$ cat config.mk
export PLATFORM = sky130hd
export DESIGN_NAME = ili9341_byte_feeder
export DESIGN_NICKNAME = d
export VERILOG_FILES = /design/src/rtl/ili9341_byte_feeder.sv
export SDC_FILE = /design/constraint.sdc
export NUM_CORES = 1
export LEC_CHECK = 0
export BUFFER_PORTS_ARGS = -buffer_cell sky130_fd_sc_hd__buf_2
export CAP_MARGIN = 20
export CORE_MARGIN = 2
export CORE_UTILIZATION = 56
export CTS_BUF_LIST = sky130_fd_sc_hd__clkbuf_8
export DETAILED_ROUTE_END_ITERATION = 10
export HOLD_SLACK_MARGIN = 0.1
export MAX_ROUTING_LAYER = met4
export PLACE_DENSITY_LB_ADDON = 0.12
export SETUP_SLACK_MARGIN = 0.4
export SYNTH_ARGS = -nofsm -noshare
export SYNTH_HDL_FRONTEND = slang
export SYNTH_SLANG_ARGS = --single-unit
export TNS_END_PERCENT = 20
$ cat constraint.sdc
create_clock -name clk_i -period 2.64 [get_ports clk_i]
set_input_delay 0.264 -clock clk_i [delete_from_list [all_inputs] [get_ports clk_i]]
set_output_delay 0.264 -clock clk_i [all_outputs]
set_load 0.03 [all_outputs]
$ cat src/rtl/ili9341_byte_feeder.sv
// Upstream feeder for the ILI9341 SPI byte engine: queues {dc,last,byte} entries, sequences
// display power-up reset timing, and drives chip select / D-C around each launched byte.
module ili9341_byte_feeder #(
   parameter int FIFO_AW     = 2,
   parameter int RST_CYCLES  = 500000,
   parameter int WAKE_CYCLES = 6000000,
   parameter int CNT_BITS    = 23,
   parameter int CS_GAP      = 2
) (
   input  logic       clk_i,
   input  logic       rst_i,
   input  logic       in_valid_i,
   output logic       in_ready_o,
   input  logic [7:0] in_data_i,
   input  logic       in_dc_i,
   input  logic       in_last_i,
   output logic       spi_go_o,
   output logic [7:0] spi_data_o,
   input  logic       spi_done_i,
   output logic       lcd_cs_n_o,
   output logic       lcd_dc_o,
   output logic       lcd_rst_n_o,
   output logic       init_done_o,
   output logic       busy_o
);

   localparam int DEPTH = 1 << FIFO_AW;
   localparam int CW    = FIFO_AW + 1;
   localparam logic [CNT_BITS-1:0] RST_LAST  = CNT_BITS'(RST_CYCLES - 1);
   localparam logic [CNT_BITS-1:0] WAKE_LAST = CNT_BITS'(WAKE_CYCLES - 1);
   localparam logic [CNT_BITS-1:0] GAP_LAST  = CNT_BITS'(CS_GAP - 1);
   localparam logic [CNT_BITS-1:0] CNT_ONE   = CNT_BITS'(1);

   typedef enum logic [2:0] {
      RST_HOLD,
      WAKE,
      IDLE,
      ARM,
      XFER,
      HOLD,
      GAP
   } state_t;

   state_t              state_q, state_d;
   logic [CNT_BITS-1:0] cnt_q, cnt_d;

   logic [9:0]          mem_q [DEPTH];
   logic [FIFO_AW-1:0]  wr_ptr_q, rd_ptr_q;
   logic [CW-1:0]       count_q;

   logic                spi_go_q, spi_go_d;
   logic [7:0]          spi_data_q, spi_data_d;
   logic                lcd_cs_n_q, lcd_cs_n_d;
   logic                lcd_dc_q, lcd_dc_d;
   logic                last_q, last_d;
   logic                init_done_q, init_done_d;

   logic                fifo_empty, fifo_full, push, launch;
   logic [7:0]          head_data;
   logic                head_dc, head_last;

   assign fifo_empty = (count_q == '0);
   assign fifo_full  = (count_q == CW'(DEPTH));
   assign push       = in_valid_i && !fifo_full;
   assign {head_dc, head_last, head_data} = mem_q[rd_ptr_q];

   // Storage is not reset; only the pointers and occupancy define what is valid.
   always_ff @(posedge clk_i) begin
      if (push) begin
         mem_q[wr_ptr_q] <= {in_dc_i, in_last_i, in_data_i};
      end
   end

   always_ff @(posedge clk_i) begin
      if (rst_i) begin
         state_q     <= RST_HOLD;
         cnt_q       <= '0;
         wr_ptr_q    <= '0;
         rd_ptr_q    <= '0;
         count_q     <= '0;
         spi_go_q    <= 1'b0;
         spi_data_q  <= 8'h00;
         lcd_cs_n_q  <= 1'b1;
         lcd_dc_q    <= 1'b0;
         last_q      <= 1'b0;
         init_done_q <= 1'b0;
      end else begin
         state_q     <= state_d;
         cnt_q       <= cnt_d;
         if (push) begin
            wr_ptr_q <= wr_ptr_q + 1'b1;
         end
         if (launch) begin
            rd_ptr_q <= rd_ptr_q + 1'b1;
         end
         count_q     <= count_q + CW'(push) - CW'(launch);
         spi_go_q    <= spi_go_d;
         spi_data_q  <= spi_data_d;
         lcd_cs_n_q  <= lcd_cs_n_d;
         lcd_dc_q    <= lcd_dc_d;
         last_q      <= last_d;
         init_done_q <= init_done_d;
      end
   end

   // One counter serves the reset hold, the wake delay and the chip-select gap.
   always_comb begin
      state_d = state_q;
      cnt_d   = cnt_q;
      launch  = 1'b0;
      unique case (state_q)
         RST_HOLD: begin
            if (cnt_q == RST_LAST) begin
               state_d = WAKE;
               cnt_d   = '0;
            end else begin
               cnt_d = cnt_q + CNT_ONE;
            end
         end
         WAKE: begin
            if (cnt_q == WAKE_LAST) begin
               state_d = IDLE;
               cnt_d   = '0;
            end else begin
               cnt_d = cnt_q + CNT_ONE;
            end
         end
         IDLE: begin
            if (!fifo_empty && spi_done_i) begin
               launch  = 1'b1;
               state_d = ARM;
            end
         end
         ARM: begin
            if (!spi_done_i) begin
               state_d = XFER;
            end
         end
         XFER: begin
            if (spi_done_i) begin
               if (last_q) begin
                  state_d = GAP;
                  cnt_d   = '0;
               end else if (!fifo_empty) begin
                  launch  = 1'b1;
                  state_d = ARM;
               end else begin
                  state_d = HOLD;
               end
            end
         end
         HOLD: begin
            if (!fifo_empty) begin
               launch  = 1'b1;
               state_d = ARM;
            end
         end
         GAP: begin
            if (cnt_q == GAP_LAST) begin
               state_d = IDLE;
               cnt_d   = '0;
            end else begin
               cnt_d = cnt_q + CNT_ONE;
            end
         end
         default: begin
            state_d = RST_HOLD;
            cnt_d   = '0;
         end
      endcase
   end

   // Byte and D/C only move on a launch, so they stay stable for the whole byte.
   always_comb begin
      spi_go_d    = launch;
      spi_data_d  = spi_data_q;
      lcd_dc_d    = lcd_dc_q;
      lcd_cs_n_d  = lcd_cs_n_q;
      last_d      = last_q;
      init_done_d = init_done_q;
      if (launch) begin
         spi_data_d = head_data;
         lcd_dc_d   = head_dc;
         lcd_cs_n_d = 1'b0;
         last_d     = head_last;
      end
      if (state_q == XFER && spi_done_i && last_q) begin
         lcd_cs_n_d = 1'b1;
      end
      if (state_q == WAKE && cnt_q == WAKE_LAST) begin
         init_done_d = 1'b1;
      end
   end

   assign in_ready_o  = !fifo_full;
   assign spi_go_o    = spi_go_q;
   assign spi_data_o  = spi_data_q;
   assign lcd_cs_n_o  = lcd_cs_n_q;
   assign lcd_dc_o    = lcd_dc_q;
   assign lcd_rst_n_o = (state_q != RST_HOLD);
   assign init_done_o = init_done_q;
   assign busy_o      = (state_q inside {ARM, XFER, HOLD, GAP}) || !fifo_empty;

endmodule

==> results.tsv, run 1 <==
stage	metric	value	unit
floorplanning	rows	29	
detailed_routing	routed-via-count	2470	
layout	stdcell_count	437	
cts	clk_latency	0.36	ns
layout	area.growth.synth_to_final	15.24	%
cts	cts.path.max_buffers	2	
setup_path	cpMaxStageDelayCell	dfxtp_2	
layout	final_nets	378	
placement	dpl.hpwl	4.642	mm
detailed_routing	wl	6.927	mm
synth	synth.avg_cell_area	11.96	um2
placement	numPortBuffers	28	
global_routing	track_usage	0.2091	
global_routing	grt_start_max_net_pins	26	
cts	htree_levels	3	
detailed_routing	met1Wirelength	3.233	mm
setup_path	worstSetupStartpointType	register	
synth	synth_top_area_frac	0.3209	
layout	drive_gt1_frac	0.2722	
global_routing	grt_pass1_wl	11.43	mm
setup_path	crit_arrival	2.38	ns
synth	async_reset_ff_frac	0	
floorplanning	initial_core_util	0.5829	
pwr	power	2.826	mW
detailed_routing	topRoutingLayerUsed	met4	
sta	rsz0062_at_grt	no	
global_routing	grt.overflow.total	0	
detailed_routing	firstDrtPassIters	4	
pwr	p_per_area	655.0	nW/um2
setup_path	cp_cell_sequence	and2b_2 -> o21ai_2 -> a21oi_4 -> ha_4 -> inv_1 -> ha_1 -> inv_1 -> fa_2 -> xor2_1 -> xnor2_1 -> nor2_1	
synth	synth_area	3744	um2
pwr	vdd_drop_max	0.4412	mV
placement	place_area	3990	um2
sta	max_freq	466.9	MHz
synth	ys.flop_type	dfxtp_1	
setup_path	worstSetupEndpointType	register	
synth	syn_nets	336	
detailed_routing	ant_nets	0	
cts	tritoncts	built	
run_status	status	finished, final reports clean	
setup_path	crit_top_cell	inv_1	
cts	cts.sinks	86	
setup_path	critPathMaxStageDelay	0.37	ns
sta	clock-skew-final	0.01047	ns
floorplanning	die_w	85.76	um
run	maxCapViolCount	0	
synth	seq_area_frac_synth	0.5668	
detailed_routing	remaining_drc_errors	0	
detailed_routing	drt-initial-drc-count	193	
floorplanning	die_h	85.76	um
sta	period_needed	2.142	ns
cts	clk_pin_slew	0.10	ns
hold_path	hold_class	in2reg	
setup_path	path_class	reg2reg	
placement	place.gp.congestion	0.8485	
cts	root_buffer	clkbuf_8	
setup_path	required	2.88	ns
detailed_routing	wl_per_cell	15.85	um
placement	dp_cells	415	
sta	tns	0	ns
detailed_routing	met2_length	3.309	mm
sta	setup_viol_count_final	0	
sta	report.final.slew_viol_count	0	
setup_path	worst-path-max-fanout	9	
synth	synth_area_leader_cell	edfxtp_1	
synth	ys_types	52	
layout	antenna_cells	0	
global_routing	grt_pass1_vias	2319	
cts	cts_inserted_buffers	9	
sta	holdWs	0.1168	ns
floorplanning	core-area	6422	um2
synth	ys_seq_elements	86	
pwr	leakage	1.622	nW
floorplanning	die-area	7355	um2
synth	ys_warn_count	0	
synth	netlist_instances	313	
sta	tightest_slew	0.5584	ns
floorplanning	io-pin-count	29	
global_routing	antenna_found_initial	0	
sta	hold_viol_final	0	
sta	timing.final.crit_share	0.8113	
detailed_routing	via_per_inst	5.652	
detailed_routing	wl_met3	293	um
sta	slew_headroom	0.6277	
layout	final_area	4314	um2
synth	synth_edf_count	40	
synth	yosys-top-cells-area	edfxtp_1, dfxtp_1, mux4_2, nor2_1, xor2_1	
-- cell families (layout without fill, tap and decap cells) --
family | after synthesis | in the layout | share of synthesized area
buffers and inverters | 20 | 67 | 0.02941
adders and majority gates | 9 | 9 | 0.03209
and+or+nand+nor | 125 | 125 | 0.1691
AOI/OAI and AO/OA | 26 | 26 | 0.05248
muxes | 20 | 20 | 0.08690
DFF | 86 | 86 | 0.5668
xor gates and xnor gates | 27 | 27 | 0.06317
-- cell usage in the layout, fill, tap and decap left out, types with 7 or more instances in the layout --
| cell type | n |
|---|---|
| xor2_1 | 18 |
| nand2_1 | 15 |
| clkbuf_8 | 9 |
| xnor2_1 | 9 |
| nand3_1 | 7 |
| buf_4 | 8 |
| buf_2 | 28 |
| mux2i_1 | 10 |
| mux4_2 | 10 |
| and3_1 | 9 |
| nor2_1 | 48 |
| edfxtp_1 | 40 |
| nand4_1 | 9 |
| dfxtp_1 | 39 |
| inv_1 | 9 |
-- report_power, final --
| group | internal, mW | switching [mW] | total (mW) | leakage (nW) |
|---|---|---|---|---|
| Sequential | 1.49 | 0.0555 | 1.55 | 0.742 |
| Clock | 0.370 | 0.534 | 0.904 | 0.0975 |
| Combinational | 0.154 | 0.222 | 0.375 | 0.783 |
| Total | 2.01 | 0.811 | 2.83 | 1.62 |
-- layout make-up --
cell class / instances / area (um2)
clock buffers: 9 / 123.9
clock inverters: 7 / 77.57
fillers: 482 / 2108
inverters: 10 / 37.54
multi-input cells: 207 / 1593
flip-flops and latches: 86 / 2133
well taps: 77 / 96.34
repair buffers: 41 / 252.7
-- state kept, by name, summed over array words and instances, names as in the netlist --
signal / flops
cnt_q: 23
last_q: 1
rd_ptr_q: 2
wr_ptr_q: 2
mem_q: 40
init_done_o: 1
count_q: 3
spi_go_o: 1
state_q: 3
lcd_cs_n_o: 1
spi_data_o: 8
lcd_dc_o: 1
-- critical path, delay by kind of cell (launching register included) --
kind / cells / cell delay [ns]
AOI/OAI and AO/OA: 2 / 0.25
xor gates and xnor gates: 2 / 0.30
buffers and inverters: 2 / 0.11
DFF: 1 / 0.37
adders and majority gates: 3 / 0.68
and+or+nand+nor: 2 / 0.30
-- through the flow --
step | utilization | setup slack (ns)
2_1_floorplan | - | 0.2783
3_3_place_gp | 0.6213 | 0.4085
3_5_place_dp | 0.6213 | 0.3729
4_1_cts | 0.6561 | 0.4017
5_1_grt | 0.6717 | 0.4092
6_report | 0.6717 | 0.4980
-- final timing paths --
| kind | slack, ns | endpoint | from | cells after the start |
|---|---|---|---|---|
| max reg2reg | 0.50 | count_q[2]$_SDFF_PP0_ | state_q[1]$_SDFFE_PP0P_ | 11 |
| min reg2reg | 0.48 | lcd_cs_n_o$_SDFFE_PP1P_ | lcd_cs_n_o$_SDFFE_PP1P_ | 2 |
| min | 0.12 | mem_q[1][3]$_DFFE_PP_ | in_data_i[3] | 1 |
| max | 0.50 | count_q[2]$_SDFF_PP0_ | state_q[1]$_SDFFE_PP0P_ | 11 |
-- synthesized netlist by cell type (3+ instances only) --
| cell type | number |
|---|---|
| mux2i_1 | 10 |
| nor2b_1 | 7 |
| xnor2_1 | 9 |
| ha_1 | 8 |
| mux4_2 | 10 |
| a21oi_1 | 6 |
| o21ai_0 | 4 |
| and3_1 | 9 |
| inv_1 | 10 |
| or3_1 | 3 |
| edfxtp_1 | 40 |
| nand4_1 | 9 |
| nand3_1 | 7 |
| clkbuf_1 | 3 |
| nand2_1 | 16 |
| nor2_1 | 49 |
| dfxtp_1 | 46 |
| nor3_1 | 7 |
| buf_6 | 3 |
| xor2_1 | 18 |
-- per-layer routing --
layer  vias up  track usage
li1       1210            -
met1      1190       0.2693
met2        61       0.3274
met3         9      0.05775
met4         0      0.06061
met5         -            -
-- repair_timing --
action | 4_1_cts | 5_1_grt
hold buffers | 1 | 2
setup buffers | 0 | 2
cloned | 0 | 1
setup endpoints to repair | 15 | 27
hold endpoints to repair | 3 | 7
pin swaps | 0 | 4
resized for setup | 4 | 19
No activity file was read; power rests on OpenSTA's default activity.
==> inputs of run 2 (changes only) <==
--- a/config.mk
+++ b/config.mk
@@ -8,7 +8,7 @@
 export BUFFER_PORTS_ARGS = -buffer_cell sky130_fd_sc_hd__buf_2
 export CAP_MARGIN = 20
 export CORE_MARGIN = 2
-export CORE_UTILIZATION = 56
+export CORE_UTILIZATION = 62
 export CTS_BUF_LIST = sky130_fd_sc_hd__clkbuf_8
 export DETAILED_ROUTE_END_ITERATION = 10
 export HOLD_SLACK_MARGIN = 0.1
==> constraint.sdc (replaced) <==
create_clock -name clk_i -period 2.08 [get_ports clk_i]
set_input_delay 0.208 -clock clk_i [delete_from_list [all_inputs] [get_ports clk_i]]
set_output_delay 0.208 -clock clk_i [all_outputs]
set_load 0.03 [all_outputs]
==> results.tsv, run 2 (same netlist as run 1, synthesis figures left out) <==
stage	metric	value	unit	change
run_status	status	finished, violations left		
run_status	violations	setup timing		
global_routing	grt.overflow.total	0		unchanged
setup_path	critPathMaxStageDelay	0.55	ns	+0.18 ns
floorplanning	die-area	6676	um2	-9.2%
setup_path	crit_arrival	2.38	ns	about the same
sta	tightest_slew	0.5695	ns	+0.01110 ns
setup_path	worstSetupEndpointType	register		
cts	root_buffer	clkbuf_8		
global_routing	antenna_found_initial	0		unchanged
pwr	leakage	1.838	nW	+13%
layout	drive_gt1_frac	0.3358		+0.06362
setup_path	worstSetupStartpointType	register		
detailed_routing	wl	7.690	mm	+11%
layout	top_register	mem_q		
sta	holdWs	0.2323	ns	+0.1154 ns
sta	setup_viol_count_final	22		+22
pwr	vdd_drop_max	0.6387	mV	+45%
setup_path	cp_cell_sequence	or4_4 -> or4_4 -> o21ai_2 -> nand2_2 -> o21bai_4 -> clkbuf_16 -> nor2_1		
layout	utilization	0.7938		+0.1221
setup_path	cpMaxStageDelayCell	or4_4		
setup_path	path_class	reg2reg		
layout	layout_common_cells	nor2_1, edfxtp_1, buf_4		
detailed_routing	routed-via-count	2632		+6.6%
layout	area.growth.synth_to_final	24.80	%	
hold_path	hold_class	in2reg		
sta	timing.final.crit_share	1.027		+0.2153
placement	numPortBuffers	28		unchanged
cts	tritoncts	built		
sta	setup_slack	-0.05533	ns	-0.5534 ns
cts	cts.path.max_buffers	2		unchanged
sta	clock-skew-final	0.007154	ns	-0.003319 ns
layout	n_fill_cell	366		-24%
placement	place.gp.congestion	0.8305		-2.1%
layout	final_nets	417		+10%
setup_path	crit_top_cell	or4_4		
global_routing	grt_pass1_wl	11.77	mm	+3.0%
layout	largest_reg_flops	40		unchanged
layout	final_common_cell	nor2_1		
floorplanning	initial_core_util	0.6361		+0.05316
detailed_routing	drt-initial-drc-count	178		-7.8%
sta	hold_viol_final	0		unchanged
floorplanning	die_h	81.71	um	-4.7%
detailed_routing	ant_nets	0		unchanged
setup_path	path_delay_family	simple AND/OR/NAND/NOR gates		
placement	place_area	4264	um2	+6.9%
global_routing	track_usage	0.2483		+0.03923
layout	final_area	4672	um2	+8.3%
floorplanning	rows	28		-3.4%
cts	cts_setup_buffers	0		unchanged
detailed_routing	remaining_drc_errors	0		unchanged
run	maxCapViolCount	0		unchanged
cts	cts.sinks	86		unchanged
floorplanning	core-area	5886	um2	-8.4%
cts	htree_levels	3		unchanged
pwr	p_per_area	790.4	nW/um2	+21%
setup_path	required	2.33	ns	-0.55 ns
floorplanning	die_w	81.71	um	-4.7%
sta	max_freq	468.3	MHz	+0.31%
sta	slew_headroom	0.6203		-0.007400
global_routing	grt_pass1_vias	2542		+9.6%
placement	dpl.hpwl	5.002	mm	+7.8%
global_routing	grt_start_max_net_pins	26		unchanged
setup_path	worst-path-max-fanout	6		-3
cts	clk_latency	0.35	ns	about the same
layout	antenna_cells	0		unchanged
detailed_routing	firstDrtPassIters	4		unchanged
sta	report.final.slew_viol_count	0		unchanged
detailed_routing	wl_per_cell	16.22	um	+2.3%
sta	period_needed	2.135	ns	-0.006626 ns
detailed_routing	via_per_inst	5.553		-1.8%
cts	cts_inserted_buffers	9		unchanged
sta	rsz0062_at_grt	yes		
setup_path	crit_buf_inv	1		-1
cts	clk_pin_slew	0.08	ns	-0.02 ns
floorplanning	io-pin-count	29		unchanged
[run 2: layout make-up]
class | instances | area, um2 | area share
flip-flops and latches | 86 | 2135 | 0.4569
multi-input cells | 207 | 1618 | 0.3463
repair buffers | 80 | 591.8 | 0.1267
clock buffers | 9 | 123.9 | 0.02651
well taps | 75 | 93.84 | 0.02009
clock inverters | 7 | 72.57 | 0.01553
inverters | 10 | 37.54 | 0.008034
[run 2: tightest hold or removal path: stages]
cell	delay [ns]
buf_2	0.14
nor2_1	0.06
nor2_1	0.09
a311oi_1	0.05
[run 2: worst paths after layout]
check                          start                 endpoint  slack [ns]  cells after the start
max            cnt_q[7]$_SDFFE_PP0P_   cnt_q[13]$_SDFFE_PP0P_       -0.06                      7
min                       spi_done_i  state_q[2]$_SDFFE_PP0P_        0.23                      4
max reg2reg    cnt_q[7]$_SDFFE_PP0P_   cnt_q[13]$_SDFFE_PP0P_       -0.06                      7
min reg2reg  lcd_cs_n_o$_SDFFE_PP1P_  lcd_cs_n_o$_SDFFE_PP1P_        0.47                      2
[run 2: routing by layer]
metal | wire length, um | vias to the layer above | GRT usage
met1 | 3156 | 1260 | 0.2913
met3 | 277 | 21 | 0.04066
met5 | 0 | - | -
met4 | 215 | 0 | 0.1033
met2 | 4042 | 65 | 0.4270
li1 | - | 1286 | -
[run 2: stage by stage]
| stage | TNS (ns) | worst slack (ns) | power, mW | cells |
|---|---|---|---|---|
| final | -0.7573 | -0.05533 | 3.693 | 474 |
| after global placement | 0 | 0.02453 | 2.491 | 446 |
| after global routing | -1.432 | -0.08768 | 3.852 | 474 |
| after CTS | 0 | 0.004314 | 3.668 | 472 |
| after floorplan | -0.4067 | -0.2678 | 2.325 | 313 |
| after detailed placement | -0.004795 | -0.004795 | 2.515 | 446 |
[run 2: power breakdown]
group / total (mW) / switching, mW / leakage, nW / internal (mW)
logic: 0.582 / 0.312 / 0.994 / 0.270
registers: 1.96 / 0.0619 / 0.742 / 1.89
clock network: 1.15 / 0.595 / 0.101 / 0.559
[run 2: timing repair]
item / 4_1_cts / 5_1_grt
gates cloned: 0 / 2
setup endpoints to repair: 29 / 32
resized for setup: 1 / 21
endpoints found under the hold margin: 40 / 0
pin swaps: 0 / 6
hold buffers: 10 / 0
